==> src/rtl/uart_pkg.sv <==
// Shared UART definitions: data/counter widths, 8N1 framing constants and a saturating counter helper.
`default_nettype none

package uart_pkg;

  localparam int UART_DATA_WIDTH  = 8;
  localparam int DROP_COUNT_WIDTH = 8;

  // 8N1 framing: start bit low, eight data bits LSB first, one stop bit high.
  localparam logic UART_START_BIT      = 1'b0;
  localparam logic UART_STOP_BIT       = 1'b1;
  localparam int   UART_NUM_DATA_BITS  = 8;
  localparam int   UART_NUM_STOP_BITS  = 1;
  localparam int   UART_FRAME_BITS     = 1 + UART_NUM_DATA_BITS + UART_NUM_STOP_BITS;

  typedef logic [DROP_COUNT_WIDTH-1:0] drop_count_t;

  function automatic drop_count_t sat_inc(input drop_count_t value);
    return (&value) ? value : value + drop_count_t'(1);
  endfunction

endpackage

`default_nettype wire

==> src/rtl/uart_rx_fifo.sv <==
// Receive FIFO for the debug console UART: never stalls the receiver, drops and counts bytes when
// full, first-word-fall-through output, registered fill level and watermark interrupt.
`default_nettype none

module uart_rx_fifo
  import uart_pkg::*;
#(
  parameter int DATA_WIDTH = UART_DATA_WIDTH,
  parameter int DEPTH      = 16,
  parameter int WATERMARK  = 1
) (
  input  logic                    i_clk,
  input  logic                    i_rst_n,
  input  logic [DATA_WIDTH-1:0]   i_data,
  input  logic                    i_valid,
  output logic                    o_ready,
  output logic [DATA_WIDTH-1:0]   o_data,
  output logic                    o_valid,
  input  logic                    i_ready,
  input  logic                    i_flush,
  input  logic                    i_clear_overflow,
  output logic [$clog2(DEPTH):0]  o_level,
  output logic                    o_overflow,
  output logic [DROP_COUNT_WIDTH-1:0] o_drop_count,
  output logic                    o_irq
);

  localparam int AW = $clog2(DEPTH);
  localparam int PW = AW + 1;

  generate
    if ((DEPTH < 2) || ((DEPTH & (DEPTH - 1)) != 0)) begin : g_bad_depth
      $error("uart_rx_fifo: DEPTH must be a power of two and at least 2");
    end
    if ((WATERMARK < 1) || (WATERMARK > DEPTH)) begin : g_bad_watermark
      $error("uart_rx_fifo: WATERMARK must be in 1..DEPTH");
    end
  endgenerate

  logic [DATA_WIDTH-1:0] mem [DEPTH];

  logic              ready;
  logic [PW-1:0]     wr_ptr;
  logic [PW-1:0]     rd_ptr;
  logic [PW-1:0]     level;
  logic [PW-1:0]     level_next;
  logic              overflow;
  drop_count_t       drop_count;
  logic              irq;

  logic              push;
  logic              pop;
  logic              full;
  logic              push_ok;
  logic              pop_ok;
  logic              drop;

  // Flush wins over everything except the loss tracking, which it leaves alone.
  always_comb begin
    push       = i_valid & ready;
    pop        = (level != '0) & i_ready;
    full       = (level == PW'(DEPTH));
    push_ok    = push & (~full | pop) & ~i_flush;
    pop_ok     = pop & ~i_flush;
    drop       = push & full & ~pop & ~i_flush;
    level_next = level;
    if (i_flush) begin
      level_next = '0;
    end else begin
      level_next = level + PW'(push_ok) - PW'(pop_ok);
    end
  end

  always_ff @(posedge i_clk or negedge i_rst_n) begin
    if (!i_rst_n) begin
      ready  <= 1'b0;
      wr_ptr <= '0;
      rd_ptr <= '0;
      level  <= '0;
      irq    <= 1'b0;
    end else begin
      ready <= 1'b1;
      level <= level_next;
      irq   <= (level_next >= PW'(WATERMARK));
      if (i_flush) begin
        rd_ptr <= wr_ptr;
      end else begin
        if (push_ok) begin
          wr_ptr <= wr_ptr + PW'(1);
        end
        if (pop_ok) begin
          rd_ptr <= rd_ptr + PW'(1);
        end
      end
    end
  end

  // A drop in the same cycle as a clear leaves the flag set and the count at one.
  always_ff @(posedge i_clk or negedge i_rst_n) begin
    if (!i_rst_n) begin
      overflow   <= 1'b0;
      drop_count <= '0;
    end else if (drop) begin
      overflow   <= 1'b1;
      drop_count <= i_clear_overflow ? drop_count_t'(1) : sat_inc(drop_count);
    end else if (i_clear_overflow) begin
      overflow   <= 1'b0;
      drop_count <= '0;
    end
  end

  always_ff @(posedge i_clk) begin
    if (push_ok) begin
      mem[wr_ptr[AW-1:0]] <= i_data;
    end
  end

  assign o_ready      = ready;
  assign o_data       = mem[rd_ptr[AW-1:0]];
  assign o_valid      = (level != '0);
  assign o_level      = level;
  assign o_overflow   = overflow;
  assign o_drop_count = drop_count;
  assign o_irq        = irq;

endmodule

`default_nettype wire
==> config.mk <==
export PLATFORM = sky130hd
export DESIGN_NAME = uart_rx_fifo
export DESIGN_NICKNAME = d
export VERILOG_FILES = /design/src/rtl/uart_pkg.sv /design/src/rtl/uart_rx_fifo.sv
export SDC_FILE = /design/constraint.sdc
export NUM_CORES = 1
export LEC_CHECK = 0
export ABC_AREA = 1
export CAP_MARGIN = 20
export CORE_UTILIZATION = 60
export CTS_CLUSTER_DIAMETER = 80
export DETAILED_ROUTE_END_ITERATION = 7
export PLACE_DENSITY = 0.8
export SLEW_MARGIN = 20
export SYNTH_ARGS = -nofsm -noshare
export SYNTH_HDL_FRONTEND = slang
export SYNTH_SLANG_ARGS = --single-unit
==> constraint.sdc <==
create_clock -name i_clk -period 6.6 [get_ports i_clk]
set_input_delay 1.32 -clock i_clk [delete_from_list [all_inputs] [get_ports i_clk]]
set_output_delay 1.32 -clock i_clk [all_outputs]
set_load 0.03 [all_outputs]
==> flow_metrics.py, run 1 <==
metrics = {
    "sta": {
        "worst_pin_slew_ps": 957,
        "setup_tns_ps": 0,
        "period_share": 0.729,
        "rsz0062_at_grt": "false",
        "maxSlewHeadroom": 0.361,
        "period_needed_ps": 4810,
        "finalSetupViolCount": 0,
        "clock_skew_ps": 7.34,
        "slew_viol_final": 0,
        "fmaxAchievable_mhz": 208,
        "hold_viol": 0,
    },
    "critical_path": {
        "reg2reg_slack_ps": 3780,
        "arrival_ps": 3490,
        "worstRegToRegCells": 14,
        "path_max_fanout": 50,
        "reg2reg_from": "o_level[2]$_DFF_PN0_",
        "cpMostUsedCell": "nand3_1",
        "r2r_end": "o_irq$_DFF_PN0_",
        "critical_path.cell_chain": "inv_2 -> nor2_1 -> o21ai_0 -> nand3_1 -> nand3_1 -> nand2_1 -> clkdlybuf4s50_1",
        "cp_num_buf_inv": 2,
        "critPathMaxStageDelay_ps": 800,
        "worstSetupPathDepth": 7,
        "end_kind": "output port",
        "crit_family": "buffers and inverters",
        "cp_slowest_cell": "dfrtp_1",
        "critical_path_class": "reg2out",
        "start_kind": "flop",
        "critPathRequiredTime_ps": 5280,
    },
    "finish": {
        "antenna_cells": 0,
        "num-nets-final": 685,
        "utilization": 0.721,
        "drive_gt1_frac": 0.0969,
        "area_growth_pct": 16.5,
        "n_fill_cell": 734,
    },
    "grt": {
        "grt.met3_usage": 0.0711,
        "overflow": 0,
        "grt.busiest_layer": "met2",
        "grt_pass1_vias": 4739,
        "grt_pass1_wl_mm": 24.2,
        "grt_usage": 0.288,
        "grt_max_degree": 90,
        "grt_antenna_before_repair": 0,
        "use_met1": 0.364,
        "grt_util_met2": 0.474,
    },
    "routing": {
        "ant_nets": 0,
        "vias": 4765,
        "avgRoutedWirePerCell_um": 18.9,
        "drt-total-wl_mm": 15.3,
        "drt_pass1_iterations": 5,
        "drc": 0,
        "drt-vias-per-instance": 5.88,
        "drtIter0Drc": 481,
    },
    "logic_synthesis": {
        "synthTopCellsByArea": "edfxtp_1 57%, dfrtp_1 8.9%, nand2_1 6.7%",
        "async_flop_share": 0.158,
        "post_synth_num_cell_types": 29,
        "yosysWarnings": 0,
        "avgSynthCellArea_sq_um": 10.9,
        "yosysSeqAreaShare": 0.659,
        "synth.net_count": 646,
        "synth.cells.most_frequent": "128 x edfxtp_1, 121 x nand2_1, 86 x nor2_1",
        "yosys_most_used_dff": "edfxtp_1",
        "synth.most_common_cell": "edfxtp_1",
        "ys_seq_elements": 152,
        "yosysTopAreaCell": "edfxtp_1",
        "synthCells": 619,
        "synth_edf_count": 128,
        "yosysTopAreaCellShare": 0.570,
        "syn_area_sq_um": 6740,
    },
    "power_and_ir_drop": {
        "total_leakage_power_nw": 3.06,
        "power_density_nw_per_um2": 435,
        "peakVddDrop_v": 0.000274,
    },
    "floorplanning": {
        "rows": 38,
        "die_w_um": 108,
        "io-pin-count": 39,
        "die_h_um": 108,
        "dieArea_sq_um": 11700,
        "core_area_sq_um": 10900,
        "initial_core_util": 0.619,
    },
    "clocking": {
        "cts_tree": "yes",
        "cts.sinks": 152,
        "ctsResizeCount": 0,
        "cts_buffers": 17,
        "post_cts_buffers": 0,
        "cts.clk_slew.worst_paths_ps": 60,
        "hold_buffers": 0,
        "htree_num_levels": 4,
        "worstSkewPairLatency_ps": 540,
        "cts-root-buf": "clkbuf_8",
        "clockBufferDepth": 2,
    },
    "min_path": {
        "hold_depth": 2,
        "holdCritStartpoint": "o_overflow$_DFFE_PN0P_",
        "holdPathEnd": "o_overflow$_DFFE_PN0P_",
        "min_path_type": "reg2reg",
    },
    "placement": {
        "hpwl_mm": 9.31,
        "portBuffers": 38,
        "globalplace.congestion": 0.879,
    },
    "status": {
        "status": "finished clean",
    },
    "flow_run": {
        "drv_cap": 0,
    },
}
## routing by layer
metal  up-vias  routed length [um]  share of wire
li1       2190                   -              -
met1      2267                6010           0.39
met2       270                7720           0.50
met3        38                1240          0.081
met4         0                 371          0.024
met5         -                   0              0
## flip-flops by register name (all words and copies together), names as in the netlist
register      flops
mem             128
o_drop_count      8
o_level           5
rd_ptr            4
wr_ptr            4
o_irq             1
o_overflow        1
o_ready           1
## layout make-up
type / instances / area (sq um) / share of cell area
clock buffers: 17 / 414 / 0.0527
inverters: 57 / 214 / 0.0273
well taps: 140 / 175 / 0.0223
repair buffers: 48 / 455 / 0.0580
flip-flops and latches: 152 / 4450 / 0.566
clock inverters: 15 / 225 / 0.0287
multi-input cells: 382 / 1920 / 0.245
## worst register-to-register path, cell delays in order, from the launching register on
cell	delay, ps
dfrtp_1	400
inv_1	100
ha_1	150
nand2_1	50
nor2_1	200
nand2_1	100
nand2_2	320
ha_1	300
inv_1	50
ha_1	180
fa_1	430
inv_1	60
nor2_1	60
nor3_1	200
nand3_1	100
## kinds of logic after synthesis
group,count (synthesis),share of synthesized area
buffers and inverters,85,0.0583
AOI/OAI and AO/OA,65,0.0642
DFF,152,0.659
adders and majority gates,13,0.0253
and+or+nand+nor,297,0.184
other,1,0.000556
xor gates and xnor gates,6,0.00780
## placed cells by master (no fill, tap or decap), types with 3 or more instances in the layout
| master | instances |
|---|---|
| nor3_2 | 4 |
| inv_1 | 52 |
| o21ai_1 | 19 |
| ha_1 | 12 |
| o211ai_2 | 10 |
| bufinv_16 | 5 |
| o21ai_0 | 20 |
| clkdlybuf4s50_1 | 38 |
| xor2_1 | 4 |
| nor3_1 | 10 |
| clkbuf_16 | 16 |
| buf_4 | 10 |
| nand2_1 | 121 |
| dfrtp_1 | 23 |
| clkinv_1 | 3 |
| nor2_1 | 86 |
| edfxtp_1 | 128 |
| clkinv_2 | 3 |
| a21oi_1 | 3 |
| nand3_1 | 68 |
| clkinv_4 | 4 |
| o211ai_1 | 12 |
## through the flow
stage	power (W)	worst slack, ps	instance area (sq um)	hold slack, ps	cells
floorplan	0.00203	3290	6740	530	619
global placement	0.00233	2590	7200	467	779
detailed placement	0.00236	2550	7210	496	779
CTS	0.00342	1800	7850	519	811
global route	0.00357	1710	7850	547	811
finish	0.00342	1790	7850	511	811
## power breakdown
group          internal [W]  leakage, nW  switching [W]
Clock              0.000654        0.312       0.000386
Sequential          0.00110         1.46      0.0000889
Combinational      0.000396         1.29       0.000790
Total               0.00215         3.06        0.00127
## how the worst max path moves through the flow
stage,startpoint,endpoint,slack (ps)
finish,rd_ptr[1]$_DFFE_PN0P_,o_data[3],1790
detailed placement,rd_ptr[1]$_DFFE_PN0P_,o_data[1],2550
global route,rd_ptr[1]$_DFFE_PN0P_,o_data[3],1710
CTS,rd_ptr[1]$_DFFE_PN0P_,o_data[3],1800
global placement,i_flush,o_irq$_DFF_PN0_,2590
floorplan,i_flush,o_irq$_DFF_PN0_,3290
Power figures use the tool's default switching activity.
==> run 2, diff against run 1 <==
Settings changed: CORE_UTILIZATION 60 to 54, PLACE_DENSITY 0.8 to 0.76.
Clock period 6.6 ns to 4.3 ns, I/O delays scaled along.
==> run 2 against run 1 <==
Against the previous run:
- design area is 0.94% higher
- register-to-register slack worse by 2300 ps
- sequential share of layout area decreased by 0.53 points
- worst hold slack got worse by 89 ps
- via count fell by 2.9%
- count of clock-buffer cells in the layout did not move
- clock skew grew 3.7 ps
- critical path depth down 1
- first-iteration DRC count rose by 35%
- critical path type unchanged
- critical endpoint is now o_data[0]
- largest cell class unchanged
- highest routed layer unchanged
==> flow_metrics.py, run 2 (synthesized netlist as in run 1, its figures left out) <==
metrics = {
    "floorplanning": {
        "dieArea_sq_um": 12900,
        "rows": 40,
        "die_h_um": 114,
        "die_w_um": 114,
        "initial_core_util": 0.556,
        "core_area_sq_um": 12100,
        "io-pin-count": 39,
    },
    "placement": {
        "portBuffers": 38,
        "globalplace.congestion": 0.801,
        "hpwl_mm": 8.76,
        "place_ws_ps": 758,
    },
    "status": {
        "status": "finished clean",
    },
    "finish": {
        "final_common_cell": "edfxtp_1",
        "utilization": 0.654,
        "antenna_cells": 0,
        "num-nets-final": 691,
        "largest_reg_flops": 128,
        "drive_gt1_frac": 0.0945,
        "area_growth_pct": 17.6,
        "final_cell_mix": "128 x edfxtp_1, 121 x nand2_1, 86 x nor2_1, 68 x nand3_1, 52 x inv_1",
    },
    "grt": {
        "grt_pass1_wl_mm": 23.7,
        "grt_usage": 0.250,
        "grt_antenna_before_repair": 0,
        "grt_pass1_vias": 4632,
        "grt_util_met2": 0.411,
        "overflow": 0,
        "grt.met3_usage": 0.0670,
        "grt_max_degree": 90,
        "use_met1": 0.316,
        "grt.busiest_layer": "met2",
    },
    "sta": {
        "period_share": 0.861,
        "rsz0062_at_grt": "false",
        "fmaxAchievable_mhz": 270,
        "slew_viol_final": 0,
        "period_needed_ps": 3700,
        "finalSetupViolCount": 0,
        "hold_viol": 0,
        "setup_tns_ps": 0,
        "maxSlewHeadroom": 0.426,
        "timing.final.ws_setup_ps": 600,
        "clock_skew_ps": 11.0,
        "hold_slack_ps": 422,
        "worst_pin_slew_ps": 858,
    },
    "critical_path": {
        "reg2reg_from": "o_level[2]$_DFF_PN0_",
        "r2r_end": "o_irq$_DFF_PN0_",
        "arrival_ps": 2840,
        "end_kind": "output port",
        "worstRegToRegCells": 15,
        "critPathRequiredTime_ps": 3440,
        "crit_path_start": "rd_ptr[2]$_DFFE_PN0P_",
        "path_max_fanout": 19,
        "reg2reg_slack_ps": 1490,
        "start_kind": "flop",
        "crit_path_end": "o_data[0]",
        "critical_path_class": "reg2out",
    },
    "routing": {
        "drt-total-wl_mm": 14.7,
        "ant_nets": 0,
        "drt_pass1_iterations": 5,
        "drtIter0Drc": 648,
        "drt-vias-per-instance": 5.47,
        "avgRoutedWirePerCell_um": 17.4,
        "drc": 0,
        "vias": 4625,
    },
    "clocking": {
        "clockBufferDepth": 2,
        "cts.clk_slew.worst_paths_ps": 60,
        "htree_num_levels": 4,
        "post_cts_buffers": 0,
        "cts.sinks": 152,
        "cts-root-buf": "clkbuf_16",
        "cts_buffers": 17,
        "hold_buffers": 0,
        "worstSkewPairLatency_ps": 430,
        "ctsResizeCount": 0,
        "cts_tree": "yes",
    },
    "power_and_ir_drop": {
        "p_total_w": 0.00524,
        "peakVddDrop_v": 0.000380,
        "power_density_nw_per_um2": 661,
        "total_leakage_power_nw": 3.09,
    },
    "min_path": {
        "min_path_type": "in2async",
    },
    "flow_run": {
        "drv_cap": 0,
    },
}
## run 2: cell types whose count changed in the layout (fill, tap and decap cells not counted), sizes merged
cell           change
buf                +7
inv                -2
clkdlybuf4s50      -1
clkinv             +1
clkinvlp           +1
## run 2: area by class of cell
| type | count | area (sq um) |
|---|---|---|
| inverters | 57 | 214 |
| repair buffers | 54 | 520 |
| well taps | 168 | 210 |
| clock buffers | 17 | 425 |
| fillers | 915 | 4190 |
| multi-input cells | 382 | 1900 |
| flip-flops and latches | 152 | 4450 |
| clock inverters | 15 | 208 |
## run 2: worst min path at each step
stage                           startpoint                           to  slack, ps  depth (start not counted)
floorplan            wr_ptr[1]$_DFFE_PN0P_        rd_ptr[1]$_DFFE_PN0P_        530                          2
global placement    o_overflow$_DFFE_PN0P_       o_overflow$_DFFE_PN0P_        480                          2
detailed placement  o_overflow$_DFFE_PN0P_       o_overflow$_DFFE_PN0P_        470                          2
CTS                 o_overflow$_DFFE_PN0P_       o_overflow$_DFFE_PN0P_        500                          2
global route                       i_rst_n  o_drop_count[7]$_DFFE_PN0P_        470                          1
finish                             i_rst_n  o_drop_count[7]$_DFFE_PN0P_        420                          1
## run 2: where the power goes
group / switching, W / internal, W / leakage, nW / total (W)
combinational: 0.00123 / 0.000643 / 1.32 / 0.00187
clock: 0.000568 / 0.00102 / 0.303 / 0.00159
sequential: 0.0000898 / 0.00169 / 1.46 / 0.00178
## run 2: layer usage
metal  up-vias  wire length, um
met5         -                0
met4         0              300
met3        29             1070
met2       181             7260
met1      2219             6050
li1       2196                -
## run 2: critical path, cell delays in order (launching register included)
cell and delay, ps:
dfrtp_1 320, buf_4 270, clkinv_1 590, nand3_1 330
nand3_1 90, nand2_1 120, clkdlybuf4s50_1 680
## run 2: per-stage QoR
stage               cell area [sq um]  std cells
finish                           7930        845
global route                     7930        845
CTS                              7930        845
detailed placement               7300        813
global placement                 7300        813
floorplan                        6740        619
==> run 3, diff against run 2 <==
Settings changed: CTS_CLUSTER_SIZE set to 28.
==> results of run 3 <==
The final DEF is identical to that of run 2; final timing and power are the same.
==> edit (config.mk and constraints of run 2) <==
Remove the register `irq`: a continuous assignment takes its place, so the output `o_irq` follows one clock earlier.
--- a/src/rtl/uart_rx_fifo.sv
+++ b/src/rtl/uart_rx_fifo.sv
@@ -77,11 +77,9 @@
       wr_ptr <= '0;
       rd_ptr <= '0;
       level  <= '0;
-      irq    <= 1'b0;
     end else begin
       ready <= 1'b1;
       level <= level_next;
-      irq   <= (level_next >= PW'(WATERMARK));
       if (i_flush) begin
         rd_ptr <= wr_ptr;
       end else begin
@@ -94,6 +92,8 @@
       end
     end
   end
+
+  assign irq = (level_next >= PW'(WATERMARK));
 
   // A drop in the same cycle as a clear leaves the flag set and the count at one.
   always_ff @(posedge i_clk or negedge i_rst_n) begin
Behaviour: not the same (Yosys sat finds a counterexample within 4 cycles, from zero or initial values and one cycle with i_rst_n low).
==> edit against run 2 <==
First-iteration DRC count decreased by 25%; sequential cell count decreased by 1; synthesized area decreased by 0.37%; worst setup slack got worse by 0.37 ns; core utilization is 0.73 points lower; design area fell by 1.5%; routed wire length shrank 1.9%; synthesized cell count fell by 0.16%; total power decreased by 4.0%; highest routed layer unchanged.
==> edit: results (changes against run 2) <==
Top cells by area, synth -> edfxtp_1 (57%), dfrtp_1 (8.6%), nand2_1 (6.8%)
Total internal power -> 3149 uW (-6.1%)
Number of CTS-inserted buffers -> 17 (unchanged)
Vias in the first global route -> 4526 (-2.3%)
Root Buffer -> clkbuf_16
Initial antenna violation count -> 0 (unchanged)
Layout Cells excl Fill -> 843 (-0.24%)
I/O Buffers -> 38 (unchanged)
Post-Syn Instances -> 618 (-0.16%)
Number of flops mapped to enable cells by yosys -> 128 (unchanged)
Clock buffer depth -> 2 (unchanged)
Iter 0 DRT Violations -> 485 (-25%)
Post-synth ARST share -> 15.23% (-0.56 points)
Reg clk slew, reported paths -> 0.06 ns (about the same)
Synth cell types -> 29 (unchanged)
# fillers -> 934 (+2.1%)
DRC violations left -> 0 (unchanged)
H-Tree Depth -> 4 (unchanged)
Vias per inst -> 5.486 (+0.24%)
Worst slack at placement -> 0.2300 ns (-0.5280 ns)
Hpwl dp -> 8.943 mm (+2.0%)
Delay-heaviest family, CP -> adder cells
Largest net degree at the start of global routing -> 90 (unchanged)
Max reg flops -> 128 (unchanged)
Slowest CP cell -> clkdlybuf4s50_1
CP startpoint -> i_flush
Worst-Skew Late Latency -> 0.42 ns
Largest stage delay, worst path -> 0.48 ns (-0.20 ns)
Synth warnings -> 0 (unchanged)
P_leak -> 0.003034 uW (-1.7%)
Top cells by count, synth -> edfxtp_1 (128), nand2_1 (121), nor2_1 (86), nand3_1 (68), inv_1 (52)
Inst Count DP -> 812 (-0.12%)
GRT Util Overall -> 24.44% (-0.51 points)
Syn nets -> 645 (-0.15%)
Status -> finished clean
Sequential area share after synthesis -> 65.82% (-0.13 points)
Worst EP arrival -> 3.21 ns (+0.37 ns)
Routability Congestion -> 0.8751 (+9.2%)
RR Startpoint -> o_level[3]
Clock Skews -> 0.007919 ns (-0.003103 ns)
Hold WC Path Type -> in -> async
Drt pass-1 iters -> 6 (+1)
Post-DR wirelength/cell -> 17.09 um (-1.6%)
Worst-margin pin slew -> 0.9863 ns (+0.1285 ns)
First-pass GRT wire length -> 23.14 mm (-2.4%)
Number of diodes -> 0 (unchanged)
Layout cells sized above 1 -> 9.630% (+0.18 points)
Total Nets Final -> 690 (-0.14%)
Worst vdd ir -> 0.4089 mV (+7.6%)
Worst-path fanout max -> 3 (-16)
## edit: cell count changes in the layout (fill, tap and decap cells not counted), sizes merged
cell,delta
buf,+1
bufinv,-3
clkdlybuf4s50,-1
dfrtp,-1
clkbuf,+2
## edit: cells by family after synthesis
group / after synthesis / share of synthesized area, %
AO/OA/AOI/OAI: 65 / 6.448
XOR/XNOR: 6 / 0.7827
adder cells (fa/ha/maj): 13 / 2.534
buffers and inverters: 85 / 5.852
flip-flops: 151 / 65.82
other: 1 / 0.05585
AND/OR/NAND/NOR: 297 / 18.51
## edit: worst paths after layout
path / endpoint / slack, ns / cells past startpoint
setup / recovery: o_irq / 0.23 / 12
hold / removal: o_drop_count[3] / 0.41 / 1
setup reg to reg: o_level[4] / 1.70 / 18
hold reg to reg: o_overflow / 0.49 / 2
max in group asynchronous: rd_ptr[0] / 3.50 / 1
min in group i_clk: o_overflow / 0.49 / 2
## edit: repair_timing
action,4_1_cts,5_1_grt
hold endpoints to repair,0,0
resized for setup,0,1
buffers inserted,0,0
setup endpoints to repair,0,1
## edit: area by class of cell
class | count | area [um2] | share of cell area (%)
repair buffers | 54 | 505.5 | 6.477
well taps | 168 | 210.2 | 2.694
flip-flops and latches | 151 | 4420 | 56.65
clock inverters | 12 | 111.4 | 1.427
multi-input cells | 382 | 1909 | 24.47
inverters | 57 | 214.0 | 2.742
clock buffers | 19 | 432.9 | 5.548
## edit: per-layer routing
layer	share of wire (%)	global-route usage, %	up-vias
met3	7.6	7.333	33
met2	48	38.78	191
met1	41	31.86	2204
met4	2.8	9.474	0
li1	-	-	2197
met5	0	0	-
## edit: power groups by stage
stage | Clock [uW] | Sequential (uW) | Combinational (uW)
after floorplan | 0 | 1790 | 1330
after global placement | 0 | 1780 | 1820
after detailed placement | 0 | 1790 | 1880
after CTS | 1400 | 1760 | 1890
after global routing | 1460 | 1770 | 2070
final | 1380 | 1760 | 1890
## edit: stage by stage
| stage | hold slack [ns] | utilization [%] | instance area, um2 | total power [uW] |
|---|---|---|---|---|
| after floorplan | 0.5297 | - | 6714 | 3120 |
| after global placement | 0.4707 | 60.17 | 7257 | 3605 |
| after detailed placement | 0.4728 | 60.21 | 7262 | 3669 |
| final | 0.4084 | 64.70 | 7804 | 5029 |
| after global routing | 0.4444 | 64.70 | 7804 | 5304 |
| after CTS | 0.4957 | 64.72 | 7806 | 5052 |
